### src/rtl/math_div_pkg.sv
// math_div_pkg: shared constants for the radix-2 restoring divider.
// Holds the FSM state encoding, default operand widths and the
// iteration-counter width helper.
package math_div_pkg;

   localparam int DEF_DIVIDEND_WIDTH = 16;
   localparam int DEF_DIVISOR_WIDTH  = 16;

   localparam int STATE_W = 2;

   localparam logic [STATE_W-1:0] ST_IDLE = 2'd0;
   localparam logic [STATE_W-1:0] ST_CALC = 2'd1;
   localparam logic [STATE_W-1:0] ST_DONE = 2'd2;

   typedef enum logic [STATE_W-1:0] {
      IDLE = ST_IDLE,
      CALC = ST_CALC,
      DONE = ST_DONE
   } state_t;

   // The counter must hold the value DIVIDEND_WIDTH itself, hence +1.
   function automatic int cnt_width(input int w);
      return $clog2(w + 1);
   endfunction

endpackage

### src/rtl/math_div_if.sv
// math_div_if: AXI-Stream style dividend, divisor and result channels of
// the divider. The divider side uses the slave modport, the requester
// (control FSM or bench) uses the master modport.
interface math_div_if
   import math_div_pkg::*;
#(
   parameter int DIVIDEND_WIDTH = DEF_DIVIDEND_WIDTH,
   parameter int DIVISOR_WIDTH  = DEF_DIVISOR_WIDTH
);
   logic                      dividend_tvalid;
   logic [DIVIDEND_WIDTH-1:0] dividend_tdata;
   logic                      dividend_tready;
   logic                      divisor_tvalid;
   logic [DIVISOR_WIDTH-1:0]  divisor_tdata;
   logic                      divisor_tready;
   logic                      dout_tvalid;
   logic                      dout_tready;
   logic [DIVIDEND_WIDTH-1:0] quotient;
   logic [DIVISOR_WIDTH-1:0]  remainder;
   logic                      div_by_zero;

   modport slave (
      input  dividend_tvalid, dividend_tdata,
      output dividend_tready,
      input  divisor_tvalid, divisor_tdata,
      output divisor_tready,
      output dout_tvalid,
      input  dout_tready,
      output quotient, remainder, div_by_zero
   );

   modport master (
      output dividend_tvalid, dividend_tdata,
      input  dividend_tready,
      output divisor_tvalid, divisor_tdata,
      input  divisor_tready,
      input  dout_tvalid,
      output dout_tready,
      input  quotient, remainder, div_by_zero
   );
endinterface

### src/rtl/math_div_in_chan.sv
// math_div_in_chan: one operand input channel of the divider.
// Generates TREADY, latches the operand on a handshake and remembers that
// the operand is present until the core clears it when starting a divide.
module math_div_in_chan #(
   parameter int WIDTH = 16
) (
   input  logic             i_clk,
   input  logic             i_rst,
   input  logic             i_tvalid,
   input  logic [WIDTH-1:0] i_tdata,
   output logic             o_tready,
   input  logic             i_idle,
   input  logic             i_clear,
   output logic             o_got,
   output logic [WIDTH-1:0] o_data
);
   logic             r_flag;
   logic             r_tready;
   logic [WIDTH-1:0] r_data;
   logic             w_hs;
   logic             w_flag_next;

   assign w_hs        = i_tvalid && r_tready;
   // Operand is present if already held or arriving at this edge.
   assign o_got       = r_flag || w_hs;
   assign w_flag_next = i_clear ? 1'b0 : o_got;

   // Capture flag, registered ready and operand latch.
   always_ff @(posedge i_clk or posedge i_rst) begin
      if (i_rst) begin
         r_flag   <= 1'b0;
         r_tready <= 1'b0;
         r_data   <= '0;
      end else begin
         r_flag   <= w_flag_next;
         // Ready only while idle and empty; never while the divide starts.
         r_tready <= i_idle && !w_flag_next && !i_clear;
         if (w_hs) begin
            r_data <= i_tdata;
         end
      end
   end

   assign o_tready = r_tready;
   assign o_data   = r_data;
endmodule

### src/rtl/math_div_core.sv
// math_div_core: iterative radix-2 restoring divider, one quotient bit per
// clock, with AXI-Stream operand inputs and a held result output.
// Optional macro MATH_DIV_SIGNED_EN selects two's complement operands
// (truncating division); without it operands are unsigned.
module math_div_core
   import math_div_pkg::*;
#(
   parameter int DIVIDEND_WIDTH = DEF_DIVIDEND_WIDTH,
   parameter int DIVISOR_WIDTH  = DEF_DIVISOR_WIDTH
) (
   input logic      i_clk,
   input logic      i_rst,
   math_div_if.slave bus
);
   localparam int NW    = DIVIDEND_WIDTH;
   localparam int DW    = DIVISOR_WIDTH;
   localparam int CNT_W = cnt_width(NW);

   state_t          r_state;
   state_t          w_state_next;
   logic            w_idle;
   logic            w_start;
   logic            w_iter;
   logic            w_finish;
   logic            w_release;

   logic            w_dvd_got;
   logic            w_dvs_got;
   logic [NW-1:0]   w_dvd_data;
   logic [DW-1:0]   w_dvs_data;

   logic [CNT_W-1:0] r_cnt;
   logic [NW-1:0]   r_quo;
   logic [DW:0]     r_rem;

   logic            w_first;
   logic [NW-1:0]   w_dvd_mag;
   logic [DW-1:0]   w_dvs_mag;
   logic [NW-1:0]   w_q_src;
   logic [DW:0]     w_rem_src;
   logic [DW+1:0]   w_shift;
   logic [DW+1:0]   w_diff;
   logic            w_ge;

   logic            w_dvs_zero;
   logic [DW-1:0]   w_dvd_rs;
   logic [NW-1:0]   w_q_final;
   logic [DW-1:0]   w_r_final;

   logic            r_dout_tvalid;
   logic [NW-1:0]   r_quotient;
   logic [DW-1:0]   r_remainder;
   logic            r_dbz;

   assign w_idle = (r_state == IDLE);

   math_div_in_chan #(.WIDTH(NW)) u_dvd_chan (
      .i_clk    (i_clk),
      .i_rst    (i_rst),
      .i_tvalid (bus.dividend_tvalid),
      .i_tdata  (bus.dividend_tdata),
      .o_tready (bus.dividend_tready),
      .i_idle   (w_idle),
      .i_clear  (w_start),
      .o_got    (w_dvd_got),
      .o_data   (w_dvd_data)
   );

   math_div_in_chan #(.WIDTH(DW)) u_dvs_chan (
      .i_clk    (i_clk),
      .i_rst    (i_rst),
      .i_tvalid (bus.divisor_tvalid),
      .i_tdata  (bus.divisor_tdata),
      .o_tready (bus.divisor_tready),
      .i_idle   (w_idle),
      .i_clear  (w_start),
      .o_got    (w_dvs_got),
      .o_data   (w_dvs_data)
   );

   // State register.
   always_ff @(posedge i_clk or posedge i_rst) begin
      if (i_rst) begin
         r_state <= IDLE;
      end else begin
         r_state <= w_state_next;
      end
   end

   // Next-state decode and per-cycle action strobes.
   always_comb begin
      w_state_next = r_state;
      w_start      = 1'b0;
      w_iter       = 1'b0;
      w_finish     = 1'b0;
      w_release    = 1'b0;
      case (r_state)
         IDLE: begin
            if (w_dvd_got && w_dvs_got) begin
               w_start      = 1'b1;
               w_state_next = CALC;
            end
         end
         CALC: begin
            if (r_cnt != '0) begin
               w_iter = 1'b1;
            end else begin
               w_finish     = 1'b1;
               w_state_next = DONE;
            end
         end
         DONE: begin
            if (bus.dout_tready) begin
               w_release    = 1'b1;
               w_state_next = IDLE;
            end
         end
         default: w_state_next = IDLE;
      endcase
   end

   assign w_dvs_zero = (w_dvs_data == '0);

   // Dividend resized to the remainder width for the divide-by-zero result.
   for (genvar gi = 0; gi < DW; gi++) begin : g_rs
      if (gi < NW) begin : g_bit
         assign w_dvd_rs[gi] = w_dvd_data[gi];
      end else begin : g_zero
         assign w_dvd_rs[gi] = 1'b0;
      end
   end

`ifdef MATH_DIV_SIGNED_EN
   logic w_dvd_neg;
   logic w_dvs_neg;
   assign w_dvd_neg = w_dvd_data[NW-1];
   assign w_dvs_neg = w_dvs_data[DW-1];
   // Magnitudes feed the unsigned iteration; most-negative maps to itself,
   // which read as unsigned is exactly its magnitude.
   assign w_dvd_mag = w_dvd_neg ? -w_dvd_data : w_dvd_data;
   assign w_dvs_mag = w_dvs_neg ? -w_dvs_data : w_dvs_data;
   // Truncation toward zero: quotient sign from the xor, remainder follows dividend.
   assign w_q_final = (w_dvd_neg ^ w_dvs_neg) ? -r_quo : r_quo;
   assign w_r_final = w_dvd_neg ? -r_rem[DW-1:0] : r_rem[DW-1:0];
`else
   assign w_dvd_mag = w_dvd_data;
   assign w_dvs_mag = w_dvs_data;
   assign w_q_final = r_quo;
   assign w_r_final = r_rem[DW-1:0];
`endif

   // The first iteration reads straight from the latched operand.
   assign w_first   = (r_cnt == CNT_W'(NW));
   assign w_q_src   = w_first ? w_dvd_mag : r_quo;
   assign w_rem_src = w_first ? '0 : r_rem;
   assign w_shift   = {w_rem_src, w_q_src[NW-1]};
   assign w_diff    = w_shift - {2'b00, w_dvs_mag};
   assign w_ge      = !w_diff[DW+1];

   // Iteration datapath: counter, quotient shift register, partial remainder.
   always_ff @(posedge i_clk or posedge i_rst) begin
      if (i_rst) begin
         r_cnt <= '0;
         r_quo <= '0;
         r_rem <= '0;
      end else begin
         if (w_start) begin
            r_cnt <= CNT_W'(NW);
         end
         if (w_iter) begin
            r_cnt <= r_cnt - CNT_W'(1);
            r_quo <= {w_q_src[NW-2:0], w_ge};
            r_rem <= w_ge ? w_diff[DW:0] : w_shift[DW:0];
         end
      end
   end

   // Result registers: loaded once per divide, held until the next one.
   always_ff @(posedge i_clk or posedge i_rst) begin
      if (i_rst) begin
         r_dout_tvalid <= 1'b0;
         r_quotient    <= '0;
         r_remainder   <= '0;
         r_dbz         <= 1'b0;
      end else begin
         if (w_finish) begin
            r_dout_tvalid <= 1'b1;
            r_quotient    <= w_dvs_zero ? '1 : w_q_final;
            r_remainder   <= w_dvs_zero ? w_dvd_rs : w_r_final;
            r_dbz         <= w_dvs_zero;
         end
         if (w_release) begin
            r_dout_tvalid <= 1'b0;
         end
      end
   end

   assign bus.dout_tvalid = r_dout_tvalid;
   assign bus.quotient    = r_quotient;
   assign bus.remainder   = r_remainder;
   assign bus.div_by_zero = r_dbz;
endmodule

### src/flat_wrapper.sv
// flat-port wrapper written by rule: the top's interface ports become plain ports
module math_div_core_flat import math_div_pkg::*;
#(
   parameter int DIVIDEND_WIDTH = DEF_DIVIDEND_WIDTH,
   parameter int DIVISOR_WIDTH  = DEF_DIVISOR_WIDTH
)
  (i_clk, i_rst, bus_dividend_tvalid, bus_dividend_tdata, bus_dividend_tready, bus_divisor_tvalid, bus_divisor_tdata, bus_divisor_tready, bus_dout_tvalid, bus_dout_tready, bus_quotient, bus_remainder, bus_div_by_zero);
  math_div_if #(.DIVIDEND_WIDTH(DIVIDEND_WIDTH), .DIVISOR_WIDTH(DIVISOR_WIDTH)) bus_i ();
  input logic i_clk;
  input logic i_rst;
  input wire logic [$bits(bus_i.dividend_tvalid)-1:0] bus_dividend_tvalid;
  input wire logic [$bits(bus_i.dividend_tdata)-1:0] bus_dividend_tdata;
  output wire logic [$bits(bus_i.dividend_tready)-1:0] bus_dividend_tready;
  input wire logic [$bits(bus_i.divisor_tvalid)-1:0] bus_divisor_tvalid;
  input wire logic [$bits(bus_i.divisor_tdata)-1:0] bus_divisor_tdata;
  output wire logic [$bits(bus_i.divisor_tready)-1:0] bus_divisor_tready;
  output wire logic [$bits(bus_i.dout_tvalid)-1:0] bus_dout_tvalid;
  input wire logic [$bits(bus_i.dout_tready)-1:0] bus_dout_tready;
  output wire logic [$bits(bus_i.quotient)-1:0] bus_quotient;
  output wire logic [$bits(bus_i.remainder)-1:0] bus_remainder;
  output wire logic [$bits(bus_i.div_by_zero)-1:0] bus_div_by_zero;
  assign bus_i.dividend_tvalid = bus_dividend_tvalid;
  assign bus_i.dividend_tdata = bus_dividend_tdata;
  assign bus_dividend_tready = bus_i.dividend_tready;
  assign bus_i.divisor_tvalid = bus_divisor_tvalid;
  assign bus_i.divisor_tdata = bus_divisor_tdata;
  assign bus_divisor_tready = bus_i.divisor_tready;
  assign bus_dout_tvalid = bus_i.dout_tvalid;
  assign bus_i.dout_tready = bus_dout_tready;
  assign bus_quotient = bus_i.quotient;
  assign bus_remainder = bus_i.remainder;
  assign bus_div_by_zero = bus_i.div_by_zero;
  math_div_core #(.DIVIDEND_WIDTH(DIVIDEND_WIDTH), .DIVISOR_WIDTH(DIVISOR_WIDTH)) u_core (.i_clk(i_clk), .i_rst(i_rst), .bus(bus_i));
endmodule
### config.mk
export PLATFORM = sky130hd
export DESIGN_NAME = math_div_core_flat
export DESIGN_NICKNAME = d
export VERILOG_FILES = /design/src/rtl/math_div_pkg.sv /design/src/rtl/math_div_if.sv /design/src/rtl/math_div_in_chan.sv /design/src/rtl/math_div_core.sv /design/src/flat_wrapper.sv
export SDC_FILE = /design/constraint.sdc
export NUM_CORES = 1
export LEC_CHECK = 0
export CORE_MARGIN = 2
export CORE_UTILIZATION = 45
export CTS_CLUSTER_SIZE = 12
export DETAILED_ROUTE_END_ITERATION = 16
export GPL_TIMING_DRIVEN = 0
export HOLD_SLACK_MARGIN = 0.1
export MAX_ROUTING_LAYER = met4
export PLACE_DENSITY = 0.68
export SETUP_SLACK_MARGIN = 0.05
export SLEW_MARGIN = 20
export SYNTH_ARGS = -nofsm -noshare
export SYNTH_HDL_FRONTEND = slang
export SYNTH_SLANG_ARGS = --single-unit
### constraint.sdc
create_clock -name i_clk -period 4.5 [get_ports i_clk]
set_input_delay 1.35 -clock i_clk [delete_from_list [all_inputs] [get_ports i_clk]]
set_output_delay 1.35 -clock i_clk [all_outputs]
set_load 0.01 [all_outputs]
Yosys cells after proc, flatten, opt, wreduce, memory -nomap -nowiden
Index checks and enable logic that the tools add are counted.
- output and inout bits: 36
- register bits: 110
- input port bits: 37
- word-level logic and storage cells: 64
- add/sub/neg operators: 2
- eq/ne operators: 6
- muxes and demuxes: 23
- reduce and logical (&&, ||, !) cells: 19
- operators by type and width (operator ; number):
    $mux W16 ; 3
    $mux W17 ; 2
    $sub A18 B16 Y18 ; 1
    $logic_not A16 Y1 ; 1
    $mux W1 ; 12
    $mux W5 ; 2
    $logic_and A1 B1 Y1 ; 7
    $mux W2 ; 3
    $pmux W2 S3 ; 1
    $eq A5 B5 Y1 const B ; 1
    $reduce_bool A5 Y1 ; 1
    $sub A5 B1 Y5 const B ; 1
    $logic_not A1 Y1 ; 4
    $ne A2 B2 Y1 const B ; 2
    $reduce_bool A2 Y1 ; 2
    $reduce_and A3 Y1 ; 1
    $eq A2 B1 Y1 const B ; 1
    $eq A2 B2 Y1 const B ; 1
    $logic_not A2 Y1 ; 1
    $logic_or A1 B1 Y1 ; 2
    $ne A2 B1 Y1 const B ; 1

Logic depth before layout (Yosys ltp)
- word-level depth: 9
- gate-level depth with buffers: 16
- gate-level depth less buffers: 14

Cells and area by module
From an unflattened synthesis, not the netlist that was laid out.
- cell total of the unflattened synthesis: 569
- area, all modules: 5813.1 um2
- by module, submodules not included (module ; area each (um2) ; cells an instance ; instances ; sequential area each (um2)):
    math_div_core ; 4364.2 ; 487 ; 1 ; 1851.8
    math_div_in_chan ; 724.4 ; 41 ; 2 ; 450.4

Worst setup path before layout
No wires, ideal clock.
- path type: flip-flop to flip-flop
- from: register u_core.r_cnt[0]
- to: register u_core.r_rem[1]
- stages on the path, launching flop included: 15
- setup time: 0.083 ns
- buffers on the path: 1
- arrival time: 3.075 ns
- setup slack: 1.343 ns
- required time: 4.417 ns
- period minus slack after synthesis: 3.157 ns
- cells stage by stage: dfrtp_1 inv_1 ha_1 nand3_1 clkbuf_1 and2_1 ha_1 a21o_1 a21oi_2 o21ai_2 a21oi_4 o211a_4 xor2_4 mux2_2 o21ai_0
- cells in the longest elaborated chain, start to end: 4
- elaborated cells on any way between the ends: 8
- classes of those cells: add/sub (1); eq/ne (1); mux (5); reduce/logical (1)
- ends and longest elaborated chain (item ; RTL line ; source):
    start: declaration ; math_div_core.sv:32 ; logic [CNT_W-1:0] r_cnt;
    start signal: assignment ; math_div_core.sv:168 ; r_cnt <= CNT_W'(NW);
    start signal: assignment ; math_div_core.sv:171 ; r_cnt <= r_cnt - CNT_W'(1);
    $eq A5 B5 Y1 ; math_div_core.sv:153 ; assign w_first = (r_cnt == CNT_W'(NW));
    $mux W16 / $mux W17 (equally long branches) ; math_div_core.sv:154, math_div_core.sv:155 ;
    $sub A18 B16 Y18 ; math_div_core.sv:157 ; assign w_diff = w_shift - {2'b00, w_dvs_mag};
    $mux W17 ; math_div_core.sv:173 ; r_rem <= w_ge ? w_diff[DW:0] : w_shift[DW:0];
    end signal: assignment ; math_div_core.sv:173 ;
    end: declaration ; math_div_core.sv:34 ; logic [DW:0] r_rem;
Several ways; a longest one is shown, not always the timed one.
A chain may end at the register's enable or synchronous reset.

Worst setup path in the final report
- from: register u_core.r_cnt[0]
- to: register u_core.r_rem[14]
Same word-level chain as after synthesis.

==> report_table.html <==
<table>
<tr><th>Metric</th><th>Value</th></tr>
<tr><th colspan="2">Floorplanning</th></tr>
<tr><td>FP Rows</td><td>40</td></tr>
<tr><td>Core area</td><td>12000 um^2</td></tr>
<tr><td>I/O pin count</td><td>73</td></tr>
<tr><td>Die area</td><td>13100 um^2</td></tr>
<tr><td>DIE HEIGHT</td><td>115 um</td></tr>
<tr><td>Effective utilization at floorplan</td><td>46.0%</td></tr>
<tr><td>Die extent in x</td><td>115 um</td></tr>
<tr><th colspan="2">Placed design</th></tr>
<tr><td>Detailed placer's ending HPWL</td><td>9950 um</td></tr>
<tr><td>Input/output buffers</td><td>72</td></tr>
<tr><td>Instance area after placement</td><td>6440 um^2</td></tr>
<tr><td>Final weighted congestion in routability-driven placement</td><td>0.871</td></tr>
<tr><th colspan="2">Drt</th></tr>
<tr><td>Iteration-0 DRC count of the detailed router</td><td>296</td></tr>
<tr><td>Average vias per placed instance</td><td>5.48</td></tr>
<tr><td>Average wire per standard cell</td><td>16.6 um</td></tr>
<tr><td>Remaining design rule violation count</td><td>0</td></tr>
<tr><td>Final WL</td><td>13200 um</td></tr>
<tr><td>Count of TritonRoute iterations in the first routing pass</td><td>4</td></tr>
<tr><td>Routed Antenna Nets</td><td>0</td></tr>
<tr><td>DR vias</td><td>4355</td></tr>
<tr><th colspan="2">Power</th></tr>
<tr><td>Ratio of total power to cell area</td><td>918 nW/um^2</td></tr>
<tr><td>Pleak</td><td>2.98 nW</td></tr>
<tr><td>Worst supply voltage drop on vdd</td><td>0.360 mV</td></tr>
<tr><th colspan="2">Finish</th></tr>
<tr><td>Layout cell share with drive strength beyond 1</td><td>7.10%</td></tr>
<tr><td>Cell area after layout</td><td>6730 um^2</td></tr>
<tr><td>Post-synthesis to final-layout area growth</td><td>22.3%</td></tr>
<tr><td>Most frequent standard cell in the layout excluding fill and tap cells</td><td>sky130_fd_sc_hd__dfrtp_1</td></tr>
<tr><td>Number of antenna repair diodes</td><td>0</td></tr>
<tr><td>Combined area of the multi-input logic cells</td><td>2550 um^2</td></tr>
<tr><td>Commonest cells after routing, fill and taps aside</td><td>sky130_fd_sc_hd__dfrtp_1 (110), sky130_fd_sc_hd__nand2_1 (83), sky130_fd_sc_hd__clkdlybuf4s50_1 (72)</td></tr>
<tr><td>Nets</td><td>699</td></tr>
<tr><td>Final core utilization</td><td>56.2%</td></tr>
<tr><td>Combined flip-flop and latch cell area</td><td>2750 um^2</td></tr>
<tr><td># fillers</td><td>1039</td></tr>
<tr><th colspan="2">STA</th></tr>
<tr><td>Final Hold Violating Endpoints</td><td>0</td></tr>
<tr><td>Clock Skews</td><td>0.00606 ns</td></tr>
<tr><td>Total of endpoints with negative setup slack in the final report</td><td>0</td></tr>
<tr><td>Post-route clock period utilization</td><td>85.6%</td></tr>
<tr><td>Slew at the pin with the worst max-slew slack</td><td>0.735 ns</td></tr>
<tr><td>Worst slew margin relative to its limit</td><td>51.0%</td></tr>
<tr><td>Unrepaired setup endpoints after global routing</td><td>false</td></tr>
<tr><td>Pins Over Slew Limit</td><td>0</td></tr>
<tr><td>Crit path time final</td><td>3.85 ns</td></tr>
<tr><td>Top achievable clock speed</td><td>0.259 GHz</td></tr>
<tr><th colspan="2">Setup path</th></tr>
<tr><td>Reg-to-Reg End</td><td>u_core.r_rem[14]</td></tr>
<tr><td>Max Fanout on Critical Path</td><td>10</td></tr>
<tr><td>CP Launch Type</td><td>flop</td></tr>
<tr><td>Kind of capture point of the worst setup path</td><td>flop</td></tr>
<tr><td>CP Data Required Time</td><td>4.71 ns</td></tr>
<tr><td>Critical path start-end classification</td><td>reg2reg</td></tr>
<tr><td>Path depth of the worst reg2reg path</td><td>15</td></tr>
<tr><td>Setup slack of the worst register-to-register path</td><td>0.65 ns</td></tr>
<tr><td>Arrival time of data at the critical path endpoint</td><td>4.07 ns</td></tr>
<tr><td>Reg-to-reg startpoint</td><td>u_core.r_cnt[0]</td></tr>
<tr><th colspan="2">Worst hold path</th></tr>
<tr><td>Hold Crit Start</td><td>u_core.u_dvs_chan.r_flag</td></tr>
<tr><td>Number of stages on the worst hold path</td><td>1</td></tr>
<tr><td>Hold WC Path Type</td><td>reg2reg</td></tr>
<tr><td>Worst Hold Endpoint</td><td>u_core.u_dvs_chan.o_tready</td></tr>
<tr><th colspan="2">Clock tree</th></tr>
<tr><td>Clock slew at the register clock pins of the worst setup and hold paths</td><td>0.07 ns</td></tr>
<tr><td>Setup repair bufs after CTS</td><td>0</td></tr>
<tr><td>TritonCTS sink count</td><td>110</td></tr>
<tr><td>TritonCTS buffer count</td><td>9</td></tr>
<tr><td>CTS Hold Buffers Added</td><td>0</td></tr>
<tr><td>Clock Root Buffer</td><td>sky130_fd_sc_hd__clkbuf_16</td></tr>
<tr><td>CTS max path bufs</td><td>2</td></tr>
<tr><td>Number of gates resized after CTS</td><td>0</td></tr>
<tr><td>CTS H-tree depth</td><td>3</td></tr>
<tr><td>TritonCTS clock tree</td><td>done</td></tr>
<tr><td>Clock latency reported for the late side of the worst-skew pair</td><td>0.34 ns</td></tr>
<tr><th colspan="2">Synth</th></tr>
<tr><td>Total of flip-flops plus latches after synthesis</td><td>110</td></tr>
<tr><td>Mean Syn Cell Area</td><td>9.84 um^2</td></tr>
<tr><td>Synthesized area</td><td>5500 um^2</td></tr>
<tr><td>Number of distinct library cells after synthesis</td><td>50</td></tr>
<tr><td>Register area share after synthesis</td><td>50.0%</td></tr>
<tr><td>Net count of the mapped netlist</td><td>615</td></tr>
<tr><td>Instance count of the mapped netlist</td><td>559</td></tr>
<tr><td>EDFF count, synth</td><td>0</td></tr>
<tr><td>Warnings, synthesis</td><td>0</td></tr>
<tr><td>Commonest register cell after synthesis</td><td>sky130_fd_sc_hd__dfrtp_1</td></tr>
<tr><td>Post-synth ARST share</td><td>100%</td></tr>
<tr><th colspan="2">Global route</th></tr>
<tr><td>Antenna violations before repair</td><td>0</td></tr>
<tr><td>Maximum number of pins on one net before global-route repair</td><td>61</td></tr>
<tr><td>Vias in the first global route</td><td>4312</td></tr>
<tr><td>Total overflow reported by the global router</td><td>0</td></tr>
<tr><td>Wire length of the first global-routing pass</td><td>22300 um</td></tr>
<tr><td>Overall fraction of global-route tracks in use</td><td>22.2%</td></tr>
<tr><th colspan="2">Status</th></tr>
<tr><td>Status</td><td>complete, no violations</td></tr>
<tr><th colspan="2">Job</th></tr>
<tr><td>Reported max-cap violation count</td><td>0</td></tr>
</table>
## final cells by class
type / instances / area share (%)
Buffer: 28 / 1.77
Clock buffer: 11 / 3.46
Clock inverter: 5 / 0.855
Inverter: 20 / 1.19
Multi-Input combinational cell: 401 / 38.0
Sequential cell: 110 / 40.9
Tap cell: 147 / 2.73
Timing Repair Buffer: 73 / 11.1
## worst max path at each step
stage,startpoint,to,slack [ns],depth (start not counted)
2_1_floorplan,i_rst,u_core.bus.div_by_zero,0.25,1
3_3_place_gp,i_rst,u_core.u_dvs_chan.o_data[12],-1.29,2
3_5_place_dp,u_core.r_cnt[0],u_core.r_rem[14],0.66,15
4_1_cts,u_core.r_cnt[0],u_core.r_rem[14],0.62,15
5_1_grt,u_core.r_cnt[0],u_core.r_rem[14],0.36,15
6_report,u_core.r_cnt[0],u_core.r_rem[14],0.65,15
## synthesized netlist by cell type (7+ instances only)
| library cell | instances | share of area [%] |
|---|---|---|
| sky130_fd_sc_hd__inv_1 | 20 | 1.4 |
| sky130_fd_sc_hd__a21oi_1 | 36 | 3.3 |
| sky130_fd_sc_hd__dfrtp_1 | 110 | 50 |
| sky130_fd_sc_hd__clkbuf_1 | 21 | 1.4 |
| sky130_fd_sc_hd__mux2i_1 | 28 | 5.1 |
| sky130_fd_sc_hd__nand2_1 | 83 | 5.7 |
| sky130_fd_sc_hd__nor2_1 | 50 | 3.4 |
| sky130_fd_sc_hd__o21ai_0 | 37 | 3.4 |
| sky130_fd_sc_hd__and2_1 | 16 | 1.8 |
| sky130_fd_sc_hd__xor2_1 | 7 | 1.1 |
| sky130_fd_sc_hd__a31oi_1 | 15 | 1.7 |
| sky130_fd_sc_hd__mux2_2 | 18 | 3.7 |
| sky130_fd_sc_hd__ha_1 | 18 | 4.1 |
| sky130_fd_sc_hd__o22a_1 | 16 | 2.5 |
| sky130_fd_sc_hd__nor4_1 | 7 | 0.80 |
## flip-flops by register name (all words and copies together), names as in the netlist, 2 cells and up
| register | count |
|---|---|
| u_core.bus.quotient | 16 |
| u_core.bus.remainder | 16 |
| u_core.r_cnt | 5 |
| u_core.r_quo | 16 |
| u_core.r_rem | 17 |
| u_core.r_state | 2 |
| u_core.u_dvd_chan.o_data | 16 |
| u_core.u_dvs_chan.o_data | 16 |
## power breakdown
group | leakage, nW | total (mW) | internal [mW] | switching (mW)
combinational | 1.54 | 3.51 | 1.64 | 1.87
clock | 0.144 | 0.796 | 0.434 | 0.362
sequential | 1.30 | 1.87 | 1.50 | 0.371
total | 2.98 | 6.18 | 3.57 | 2.60
## logic make-up after synthesis
family          share of synthesized area [%]
compound gates                           15.3
xor+xnor                                 2.57
fa+ha+maj                                4.46
buf+inv                                  3.53
flops                                    50.0
mux                                      8.78
simple gates                             15.3
## worst max-delay path, cell delays in order (launching register included)
cell and delay [ns]:
sky130_fd_sc_hd__dfrtp_1 0.42, sky130_fd_sc_hd__inv_1 0.10, sky130_fd_sc_hd__ha_1 0.19, sky130_fd_sc_hd__and3_1 0.17, sky130_fd_sc_hd__clkbuf_1 0.34, sky130_fd_sc_hd__mux2i_1 0.43, sky130_fd_sc_hd__ha_1 0.28, sky130_fd_sc_hd__nor2b_1 0.06
sky130_fd_sc_hd__o21ai_1 0.20, sky130_fd_sc_hd__o21ai_2 0.14, sky130_fd_sc_hd__a21oi_4 0.22, sky130_fd_sc_hd__o211a_4 0.23, sky130_fd_sc_hd__xor2_4 0.41, sky130_fd_sc_hd__buf_8 0.20, sky130_fd_sc_hd__mux2i_1 0.25, sky130_fd_sc_hd__a21oi_1 0.09
## through the flow
| step | hold slack (ns) | setup TNS [ns] | instances | total power [mW] | setup slack (ns) |
|---|---|---|---|---|---|
| final | 0.438 | 0 | 795 | 6.18 | 0.646 |
| after global routing | 0.480 | 0 | 795 | 6.68 | 0.361 |
| after CTS | 0.443 | 0 | 795 | 6.19 | 0.619 |
| after detailed placement | 0.433 | 0 | 779 | 5.36 | 0.661 |
| after global placement | 0.430 | -141.00 | 778 | 5.23 | -1.29 |
| after floorplan | 0.410 | 0 | 559 | 4.31 | 0.248 |
## routing by layer
| layer | routed length [um] | GRT usage (%) | up-vias |
|---|---|---|---|
| met3 | 502 | 2.86 | 16 |
| met1 | 6330 | 30.6 | 2116 |
| met4 | 238 | 7.56 | 0 |
| met2 | 6120 | 34.2 | 108 |
| met5 | 0 | - | - |
| li1 | - | - | 2115 |
(Power assumes the default switching activity.)
